<file path="src/rtl/lcd_sequencer.sv">
// Power-on initialisation, configuration and host write sequencing for a 4-bit character LCD.
// Drives the LCD nibble pins directly during init, then hands byte transfers to the nibble transmitter.
module lcd_sequencer #(
   parameter int T_POWERUP = 750000,
   parameter int T_INIT1   = 205000,
   parameter int T_INIT2   = 5000,
   parameter int T_CMD     = 2000,
   parameter int T_CLEAR   = 82000,
   parameter int T_EHOLD   = 12,
   parameter int CW        = 20
) (
   input  logic       clk,
   input  logic       reset,
   input  logic       wr_valid,
   output logic       wr_ready,
   input  logic       wr_rs,
   input  logic [7:0] wr_data,
   output logic       tx_start,
   output logic [9:0] tx_data,
   input  logic       tx_done,
   output logic       nib_sel,
   output logic       nib_e,
   output logic [3:0] nib_d,
   output logic       init_done
);

   typedef enum logic [3:0] {
      PWR_WAIT,
      INIT_NIB,
      INIT_GAP,
      CFG_SEND,
      CFG_WAIT,
      IDLE,
      HOST_SEND,
      HOST_WAIT,
      LONG_WAIT
   } state_t;

   // Terminal counter values: a wait of N cycles ends when the counter reads N-1.
   localparam logic [CW-1:0] PWR_LAST   = CW'(T_POWERUP - 1);
   localparam logic [CW-1:0] INIT1_LAST = CW'(T_INIT1 - 1);
   localparam logic [CW-1:0] INIT2_LAST = CW'(T_INIT2 - 1);
   localparam logic [CW-1:0] CMD_LAST   = CW'(T_CMD - 1);
   localparam logic [CW-1:0] CLEAR_LAST = CW'(T_CLEAR - 1);
   localparam logic [CW-1:0] NIB_LAST   = CW'(T_EHOLD + 1);
   localparam logic [CW-1:0] EHOLD_END  = CW'(T_EHOLD);

   state_t        state, state_next;
   logic [CW-1:0] cnt;
   logic [1:0]    step, step_next;
   logic [1:0]    cfg_idx, cfg_idx_next;
   logic [8:0]    word, word_next;
   logic          init_done_next;
   logic [CW-1:0] wait_last;
   logic          cnt_last;
   logic [7:0]    cfg_byte;
   logic          long_cmd;

   function automatic logic [7:0] cfg_rom(input logic [1:0] idx);
      case (idx)
         2'd0:    return 8'h28;
         2'd1:    return 8'h06;
         2'd2:    return 8'h0C;
         default: return 8'h01;
      endcase
   endfunction

   // NOTE: non-blocking assignments so every register samples pre-edge values together.
   always_ff @(posedge clk or posedge reset) begin
      if (reset) begin
         state     <= PWR_WAIT;
         cnt       <= '0;
         step      <= 2'd0;
         cfg_idx   <= 2'd0;
         word      <= 9'd0;
         init_done <= 1'b0;
      end else begin
         state     <= state_next;
         cnt       <= (state_next != state) ? '0 : cnt + CW'(1);
         step      <= step_next;
         cfg_idx   <= cfg_idx_next;
         word      <= word_next;
         init_done <= init_done_next;
      end
   end

   // NOTE: every signal gets a default before the case, so no path can infer a latch.
   always_comb begin
      state_next     = state;
      step_next      = step;
      cfg_idx_next   = cfg_idx;
      word_next      = word;
      init_done_next = init_done;
      wr_ready       = 1'b0;
      tx_start       = 1'b0;
      tx_data        = 10'd0;
      nib_sel        = 1'b0;
      nib_e          = 1'b0;
      nib_d          = 4'h0;
      wait_last      = '0;

      cfg_byte = cfg_rom(cfg_idx);
      long_cmd = !word[8] && (word[7:2] == 6'd0) && (word[1:0] != 2'd0);

      case (state)
         PWR_WAIT:  wait_last = PWR_LAST;
         INIT_NIB:  wait_last = NIB_LAST;
         INIT_GAP: begin
            case (step)
               2'd0:    wait_last = INIT1_LAST;
               2'd1:    wait_last = INIT2_LAST;
               default: wait_last = CMD_LAST;
            endcase
         end
         LONG_WAIT: wait_last = CLEAR_LAST;
         default:   wait_last = '0;
      endcase
      cnt_last = (cnt == wait_last);

      case (state)
         PWR_WAIT: begin
            nib_sel = 1'b1;
            if (cnt_last) begin
               state_next = INIT_NIB;
               step_next  = 2'd0;
            end
         end
         INIT_NIB: begin
            nib_sel = 1'b1;
            nib_d   = (step == 2'd3) ? 4'h2 : 4'h3;
            // Data is set up one cycle before E rises and held one cycle after it falls.
            nib_e   = (cnt != '0) && (cnt <= EHOLD_END);
            if (cnt_last) state_next = INIT_GAP;
         end
         INIT_GAP: begin
            nib_sel = 1'b1;
            nib_d   = (step == 2'd3) ? 4'h2 : 4'h3;
            if (cnt_last) begin
               step_next = step + 2'd1;
               if (step == 2'd3) begin
                  state_next   = CFG_SEND;
                  cfg_idx_next = 2'd0;
               end else begin
                  state_next = INIT_NIB;
               end
            end
         end
         CFG_SEND: begin
            tx_start   = 1'b1;
            tx_data    = {2'b00, cfg_byte};
            state_next = CFG_WAIT;
         end
         CFG_WAIT: begin
            tx_data = {2'b00, cfg_byte};
            if (tx_done) begin
               if (cfg_byte == 8'h01) begin
                  state_next = LONG_WAIT;
               end else if (cfg_idx == 2'd3) begin
                  init_done_next = 1'b1;
                  state_next     = IDLE;
               end else begin
                  cfg_idx_next = cfg_idx + 2'd1;
                  state_next   = CFG_SEND;
               end
            end
         end
         IDLE: begin
            wr_ready = 1'b1;
            if (wr_valid) begin
               word_next  = {wr_rs, wr_data};
               state_next = HOST_SEND;
            end
         end
         HOST_SEND: begin
            tx_start   = 1'b1;
            tx_data    = {word[8], 1'b0, word[7:0]};
            state_next = HOST_WAIT;
         end
         HOST_WAIT: begin
            tx_data = {word[8], 1'b0, word[7:0]};
            if (tx_done) state_next = long_cmd ? LONG_WAIT : IDLE;
         end
         LONG_WAIT: begin
            tx_data = init_done ? {word[8], 1'b0, word[7:0]} : {2'b00, cfg_byte};
            if (cnt_last) begin
               // Clear/Home can come from the config ROM or from the host.
               if (init_done) begin
                  state_next = IDLE;
               end else if (cfg_idx == 2'd3) begin
                  init_done_next = 1'b1;
                  state_next     = IDLE;
               end else begin
                  cfg_idx_next = cfg_idx + 2'd1;
                  state_next   = CFG_SEND;
               end
            end
         end
         default: state_next = PWR_WAIT;
      endcase
   end

endmodule

</file>
<file path="config.mk">
export PLATFORM = sky130hd
export DESIGN_NAME = lcd_sequencer
export DESIGN_NICKNAME = d
export VERILOG_FILES = /design/src/rtl/lcd_sequencer.sv
export SDC_FILE = /design/constraint.sdc
export NUM_CORES = 1
export LEC_CHECK = 0
export ABC_AREA = 1
export BUFFER_PORTS_ARGS = -buffer_cell sky130_fd_sc_hd__buf_2
export CORE_ASPECT_RATIO = 1.1
export CORE_MARGIN = 4
export CORE_UTILIZATION = 50
export CTS_BUF_LIST = sky130_fd_sc_hd__clkbuf_4 sky130_fd_sc_hd__clkbuf_8 sky130_fd_sc_hd__clkbuf_16
export DETAILED_ROUTE_END_ITERATION = 12
export MAX_ROUTING_LAYER = met4
export PLACE_DENSITY = 0.7
export SKIP_LAST_GASP = 1
export SYNTH_ARGS = -nofsm -noshare
export SYNTH_HDL_FRONTEND = slang
export SYNTH_SLANG_ARGS = --single-unit
</file>
<file path="constraint.sdc">
create_clock -name clk -period 4.6 [get_ports clk]
set_input_delay 0.23 -clock clk [delete_from_list [all_inputs] [get_ports clk]]
set_output_delay 0.23 -clock clk [all_outputs]
set_load 0.03 [all_outputs]
</file>
==> flow_metrics.py, run 1 <==
metrics = {
    "status": {
        "status": "finished, final reports clean",
    },
    "cts": {
        "cts_hold_buf": 0,
        "cts_resized": 0,
        "cts_setup_buffers": 0,
        "clock_path_buffers": 2,
        "cts_tree": "done",
        "numCtsBuffers": 5,
        "worstSkewPairLatency_ns": 0.30,
        "root_buffer": "clkbuf_8",
        "numClockSinks": 38,
        "clkTransAtPathRegs_ns": 0.08,
        "htree_levels": 2,
    },
    "final_layout": {
        "nNetsFinal": 461,
        "area_growth_syn_to_layout_pct": 9.62,
        "drive_gt1_share_pct": 16.2,
        "diodes": 0,
        "final_area_um2": 3140,
        "utilization_pct": 57.4,
    },
    "drt": {
        "drtPass1Iterations": 4,
        "routed_wl_um": 6920,
        "first_iter_violations": 218,
        "vias": 2690,
        "final_antenna_net_count": 0,
        "viasPerCell": 5.24,
        "drc": 0,
        "post_drt_wl_per_cell_um": 13.5,
    },
    "worst_setup_path": {
        "critPathTopFamily": "simple AND/OR/NAND/NOR gates",
        "cpMostUsedCell": "nand2_1",
        "slowest_delay_ns": 0.53,
        "cp-start-kind": "flop",
        "path_buf_inv": 0,
        "critPathRequiredTime_ns": 4.81,
        "critPathKind": "flop to flop",
        "endpoint_kind": "flop",
        "crit_path_top_delay_cell": "nand3_2",
        "cp_cell_sequence": "nor2_4, nand2_2, nand2_1, nand2_1, nand2_1, nand2_1, nor2_1, nand2_1, nor2_1, nand2_2, nand2_1, nand3_2, o21ai_1, nand3_2, nor2_2",
        "cp_data_arrival_time_ns": 3.30,
        "cp_max_fo": 20,
    },
    "global_routing": {
        "grt-ovfl-total": 0,
        "antenna_found_initial": 0,
        "grt_pass1_vias": 2638,
        "grt_usage_pct": 22.1,
        "grt_first_pass_wirelength_um": 12000,
        "grt_max_degree": 39,
    },
    "floorplan": {
        "die_h_um": 87.3,
        "core_um2": 5470,
        "io_pins": 32,
        "dieWidth_um": 80.1,
        "start_util_pct": 52.3,
        "row_count": 28,
        "dieArea_um2": 7000,
    },
    "sta": {
        "worst_slew_pin_slew_ns": 0.643,
        "skew_ns": 0.0112,
        "hold_violations": 0,
        "tns_ns": 0,
        "setup_viol": 0,
        "maxSlewViolCount": 0,
        "holdWs_ns": 0.0420,
        "finalCriticalPeriod_ns": 3.10,
        "max_slew_margin_pct": 57.1,
        "fmax_mhz": 323,
        "finalCritPeriodShare_pct": 67.3,
        "rsz0062_at_grt": "no",
    },
    "power": {
        "total_leakage_power_uw": 0.00154,
        "power_uw": 648,
        "p_per_area_nw_per_um2": 207,
        "ir_drop_v": 0.000134,
    },
    "yosys": {
        "avgSynthCellArea_um2": 6.96,
        "yosys_warnings": 0,
        "yosys.area.top_type": "dfrtp_1",
        "seq_area_frac_synth_pct": 33.2,
        "synth_top_family_by_area": "simple AND/OR/NAND/NOR gates",
        "synth_xor_area_share_pct": 5.21,
        "ys.flop_type": "dfrtp_1",
        "synth_compound_area_share_pct": 7.92,
        "synth_edf_count": 0,
        "synth_area_um2": 2860,
        "ys_types": 33,
        "netlist_instances": 411,
        "synth_async_sr_flop_share_pct": 100,
        "synth_area_leaders": "dfrtp_1 (33%), nand2_1 (13%), inv_1 (7.3%)",
        "synth_top_area_share_pct": 33.2,
        "yosys.area_share.simple_pct": 38.1,
        "synthAdderAreaFrac_pct": 4.37,
        "synth_mux_area_share_pct": 0,
        "synth-seq-cells": 38,
    },
    "placed_design": {
        "numPortBuffers": 28,
        "place_congestion": 0.935,
        "dp_hpwl_um": 5400,
        "postPlaceCellArea_um2": 3020,
    },
    "hold_path": {
        "worst_hold_path_type": "input pin to async pin",
    },
    "flow_run": {
        "cap_violations": 0,
    },
}
-- cell usage in the layout, fill, tap and decap left out, types with 10 or more instances in the layout --
| master | netlist | layout |
|---|---|---|
| inv_1 | 56 | 56 |
| nor2_2 | 21 | 21 |
| o21ai_0 | 17 | 17 |
| nor2_1 | 36 | 36 |
| dfrtp_1 | 38 | 38 |
| xor2_1 | 14 | 14 |
| ha_1 | 10 | 10 |
| buf_2 | 0 | 28 |
| nor3_1 | 16 | 16 |
| nand3_1 | 35 | 35 |
| nand2_1 | 99 | 99 |
-- per-stage QoR --
step	cells	setup slack [ns]
after floorplan	413	1.73
after global placement	506	1.60
after detailed placement	506	1.56
after CTS	513	1.53
after global routing	513	1.25
final	513	1.50
-- kinds of logic after synthesis --
kind of cell / Yosys count
and+or+nand+nor: 234
buffers and inverters: 72
AOI/OAI and AO/OA: 39
DFF: 38
xor gates and xnor gates: 17
adders and majority gates: 10
other: 1
-- Yosys cell counts, drive strengths merged (2+ instances only) --
library cell / n
nor4: 6
xor2: 14
nor3: 16
nand4: 8
o31ai: 2
buf: 8
dfrtp: 38
ha: 10
o22ai: 5
o21ai: 21
nor2: 60
inv: 60
nand3: 38
a21oi: 4
o211ai: 2
xnor2: 3
a211oi: 3
nand2: 103
clkbuf: 3
-- tightest hold or removal path: stages --
cell,delay [ns]
buf_2,0.10
inv_1,0.04
buf_4,0.42
-- area by class of cell --
type,count,area [µm²]
multi-input combinational,303,1600
timing repair buffer,29,148
sequential,38,951
inverter,61,229
clock buffer,6,82.6
tap,75,93.8
fill,555,2330
clock inverter,1,30.0
-- registers in the layout, summed over array words and instances (netlist names) --
register	flops
cnt	20
word	9
state	4
cfg_idx	2
step	2
init_done	1
-- routing by layer --
| layer | up-vias | GRT usage, % | share of wire (%) |
|---|---|---|---|
| li1 | 1367 | - | - |
| met1 | 1251 | 28.6 | 47 |
| met2 | 58 | 35.8 | 47 |
| met3 | 14 | 3.52 | 4.0 |
| met4 | 0 | 6.30 | 1.9 |
| met5 | - | - | 0 |
-- final timing paths --
kind / from / endpoint / slack (ns) / depth (start not counted)
setup / recovery: state[1]$_DFF_PP0_ / cnt[3]$_DFF_PP0_ / 1.50 / 15
hold / removal: reset / word[0]$_DFFE_PP0P_ / 0.04 / 3
setup reg to reg: state[1]$_DFF_PP0_ / cnt[3]$_DFF_PP0_ / 1.50 / 15
hold reg to reg: cnt[0]$_DFF_PP0_ / cnt[0]$_DFF_PP0_ / 0.53 / 1
max in group asynchronous: reset / cnt[6]$_DFF_PP0_ / 4.22 / 3
min in group clk: wr_rs / word[8]$_DFFE_PP0P_ / 0.14 / 3
-- where the power goes --
| group | leakage (µW) | internal, µW | switching, µW |
|---|---|---|---|
| Sequential | 0.000474 | 334 | 0 |
| Combinational | 0.00101 | 4.24 | 12.0 |
| Clock | 0.0000573 | 174 | 125 |
| Total | 0.00154 | 512 | 137 |
Power figures use the tool's default switching activity.
==> inputs of run 2 (changes only) <==
ABC_AREA = 0   (was 1)
clock period = 3.08 ns   (was 4.6 ns; I/O delays follow)
==> flow_metrics.py, run 2 <==
metrics = {
    "global_routing": {
        "grt-ovfl-total": 0,
        "grt_usage_pct": 23.9,
        "grt_pass1_vias": 2679,
        "antenna_found_initial": 0,
        "grt_first_pass_wirelength_um": 12900,
        "grt_max_degree": 39,
    },
    "cts": {
        "cts_tree": "done",
        "root_buffer": "clkbuf_8",
        "clkTransAtPathRegs_ns": 0.08,
        "htree_levels": 2,
        "worstSkewPairLatency_ns": 0.30,
        "numClockSinks": 38,
        "numCtsBuffers": 5,
        "clock_path_buffers": 2,
    },
    "placed_design": {
        "numPortBuffers": 28,
        "place_congestion": 0.960,
        "dp_hpwl_um": 5490,
    },
    "floorplan": {
        "core_um2": 5770,
        "die_h_um": 88.8,
        "dieArea_um2": 7230,
        "dieWidth_um": 81.4,
        "row_count": 29,
        "start_util_pct": 51.4,
        "io_pins": 32,
    },
    "yosys": {
        "synth_commonest_cells": "dfrtp_1 (38), nor2_1 (33), nand2_1 (26)",
        "avgSynthCellArea_um2": 8.99,
        "seq_area_frac_synth_pct": 32.1,
        "synth_area_leaders": "dfrtp_1 (32%), ha_1 (4.2%), nor2_1 (4.2%)",
        "netlist_instances": 330,
        "ys.flop_type": "dfrtp_1",
        "yosys.area.top_type": "dfrtp_1",
        "synth_async_sr_flop_share_pct": 100,
        "synth-seq-cells": 38,
        "synth_edf_count": 0,
        "synth_area_um2": 2970,
        "yosys_warnings": 0,
        "synth.most_common_cell": "dfrtp_1",
        "ys_types": 64,
        "synth_top_area_share_pct": 32.1,
    },
    "worst_setup_path": {
        "slowest_delay_ns": 0.42,
        "cp_max_fo": 20,
        "cp_data_arrival_time_ns": 3.02,
        "endpoint_kind": "flop",
        "critPathRequiredTime_ns": 3.25,
        "critPathTopFamily": "compound AO/OA/AOI/OAI gates",
        "cp-start-kind": "flop",
        "crit_path_top_delay_cell": "dfrtp_1",
        "path_buf_inv": 2,
        "cp_cell_sequence": "inv_1, ha_1, nand3b_4, a2111oi_4, a31oi_1, a211oi_2, nand3_2, a21oi_2, buf_4, nor3_1",
        "critPathKind": "flop to flop",
    },
    "final_layout": {
        "area_growth_syn_to_layout_pct": 9.66,
        "top_register": "cnt",
        "drive_gt1_share_pct": 23.2,
        "layout_common_cells": "dfrtp_1 (38), nor2_1 (33), buf_2 (28)",
        "utilization_pct": 56.4,
        "layout.cells.most_common": "dfrtp_1",
        "nNetsFinal": 379,
        "diodes": 0,
        "largest_reg_flops": 20,
        "multi_input_area_um2": 1810,
        "regArea_um2": 951,
        "reg_top3": "cnt (20), word (9), state (4)",
        "fill_cells": 516,
    },
    "flow_run": {
        "cap_violations": 0,
    },
    "hold_path": {
        "worst_hold_path_type": "input pin to flop",
    },
    "sta": {
        "rsz0062_at_grt": "no",
        "finalCritPeriodShare_pct": 92.5,
        "skew_ns": 0.00660,
        "tns_ns": 0,
        "worst_slew_pin_slew_ns": 0.748,
        "max_slew_margin_pct": 49.8,
        "fmax_mhz": 351,
        "setup_viol": 0,
        "hold_violations": 0,
        "finalCriticalPeriod_ns": 2.85,
        "maxSlewViolCount": 0,
    },
    "power": {
        "p_per_area_nw_per_um2": 884,
        "total_leakage_power_uw": 0.00143,
        "sw_frac_of_total_pct": 50.4,
        "power_uw": 2880,
        "internal-power_uw": 1430,
        "seq_power_share_pct": 27.0,
        "p_comb_share_pct": 59.8,
        "p_sw_uw": 1450,
        "ir_drop_v": 0.000720,
        "power_frac_clock_pct": 13.1,
    },
    "drt": {
        "post_drt_wl_per_cell_um": 17.4,
        "final_antenna_net_count": 0,
        "viasPerCell": 6.11,
        "vias": 2652,
        "routed_wl_um": 7560,
        "drtPass1Iterations": 4,
        "drc": 0,
        "first_iter_violations": 187,
    },
    "status": {
        "status": "finished, final reports clean",
    },
}
[run 2: cell types whose count changed in the layout (fill, tap and decap cells not counted), moves of 11 or more]
cell	change
nand3_1	-23
nor2_2	-21
nor3_2	+11
buf_4	+12
nand2_1	-73
inv_1	-41
[run 2: cell type report]
| cell class | instances | share of cell area, % |
|---|---|---|
| well taps | 77 | 2.96 |
| clock inverters | 2 | 0.385 |
| flip-flops and latches | 38 | 29.2 |
| multi-input cells | 254 | 55.5 |
| clock buffers | 6 | 2.54 |
| inverters | 15 | 1.73 |
| repair buffers | 42 | 7.62 |
[run 2: worst register-to-register path, stage by stage, from the launching register on]
cell	delay, ns
dfrtp_1	0.42
inv_1	0.11
ha_1	0.31
nand3b_4	0.12
a2111oi_4	0.34
a31oi_1	0.14
a211oi_2	0.39
nand3_2	0.26
a21oi_2	0.21
buf_4	0.31
nor3_1	0.11
[run 2: what timing repair did]
action                                 in CTS  in global routing
gates resized for setup                     0                  0
buffers inserted                            0                  0
hold buffers                                1                  0
endpoints found under the hold margin      38                  0
[run 2: power by group through the flow]
stage / clock [µW] / combinational (µW) / sequential (µW)
global route: 405 / 1860 / 800
floorplan: 0 / 1390 / 701
global placement: 0 / 1680 / 785
finish: 378 / 1720 / 778
CTS: 388 / 1710 / 776
detailed placement: 0 / 1700 / 785
[run 2: final timing paths]
| check | start | end | slack [ns] | cells after the start |
|---|---|---|---|---|
| setup / recovery | step[0]$_DFFE_PP0P_ | cnt[5]$_DFF_PP0_ | 0.23 | 10 |
| hold / removal | wr_data[7] | word[7]$_DFFE_PP0P_ | 0.08 | 2 |
| setup reg to reg | step[0]$_DFFE_PP0P_ | cnt[5]$_DFF_PP0_ | 0.23 | 10 |
| hold reg to reg | word[8]$_DFFE_PP0P_ | word[8]$_DFFE_PP0P_ | 0.54 | 1 |
| max in group asynchronous | reset | cnt[14]$_DFF_PP0_ | 2.21 | 4 |
| min in group asynchronous | reset | word[4]$_DFFE_PP0P_ | 0.52 | 4 |
[run 2: kinds of logic after synthesis]
logic type               after synthesis  share of synthesized area, %
flip-flops                            38                          32.1
XOR/XNOR                              19                          5.61
AO/OA/AOI/OAI                         71                          19.0
adder cells (fa/ha/maj)               11                          4.60
other                                  1                         0.126
AND/OR/NAND/NOR                      138                          26.7
buffers and inverters                 40                          7.42
multiplexers                          12                          4.47
[run 2: metrics by stage]
stage	instance area, µm²	setup slack (ns)	instances	hold slack (ns)
2_1_floorplan	2970	0.133	332	0.305
3_3_place_gp	3150	0.411	425	0.299
3_5_place_dp	3150	0.292	425	0.309
4_1_cts	3250	0.262	434	0.0767
5_1_grt	3250	0.0214	434	0.0793
6_report	3250	0.230	434	0.0842
[run 2: layer usage]
| metal | part of all wire [%] | up-vias | global-route usage [%] |
|---|---|---|---|
| met5 | 0 | - | - |
| met3 | 5.0 | 19 | 4.68 |
| met4 | 2.4 | 0 | 8.45 |
| li1 | - | 1244 | - |
| met2 | 50 | 90 | 39.0 |
| met1 | 43 | 1299 | 29.2 |
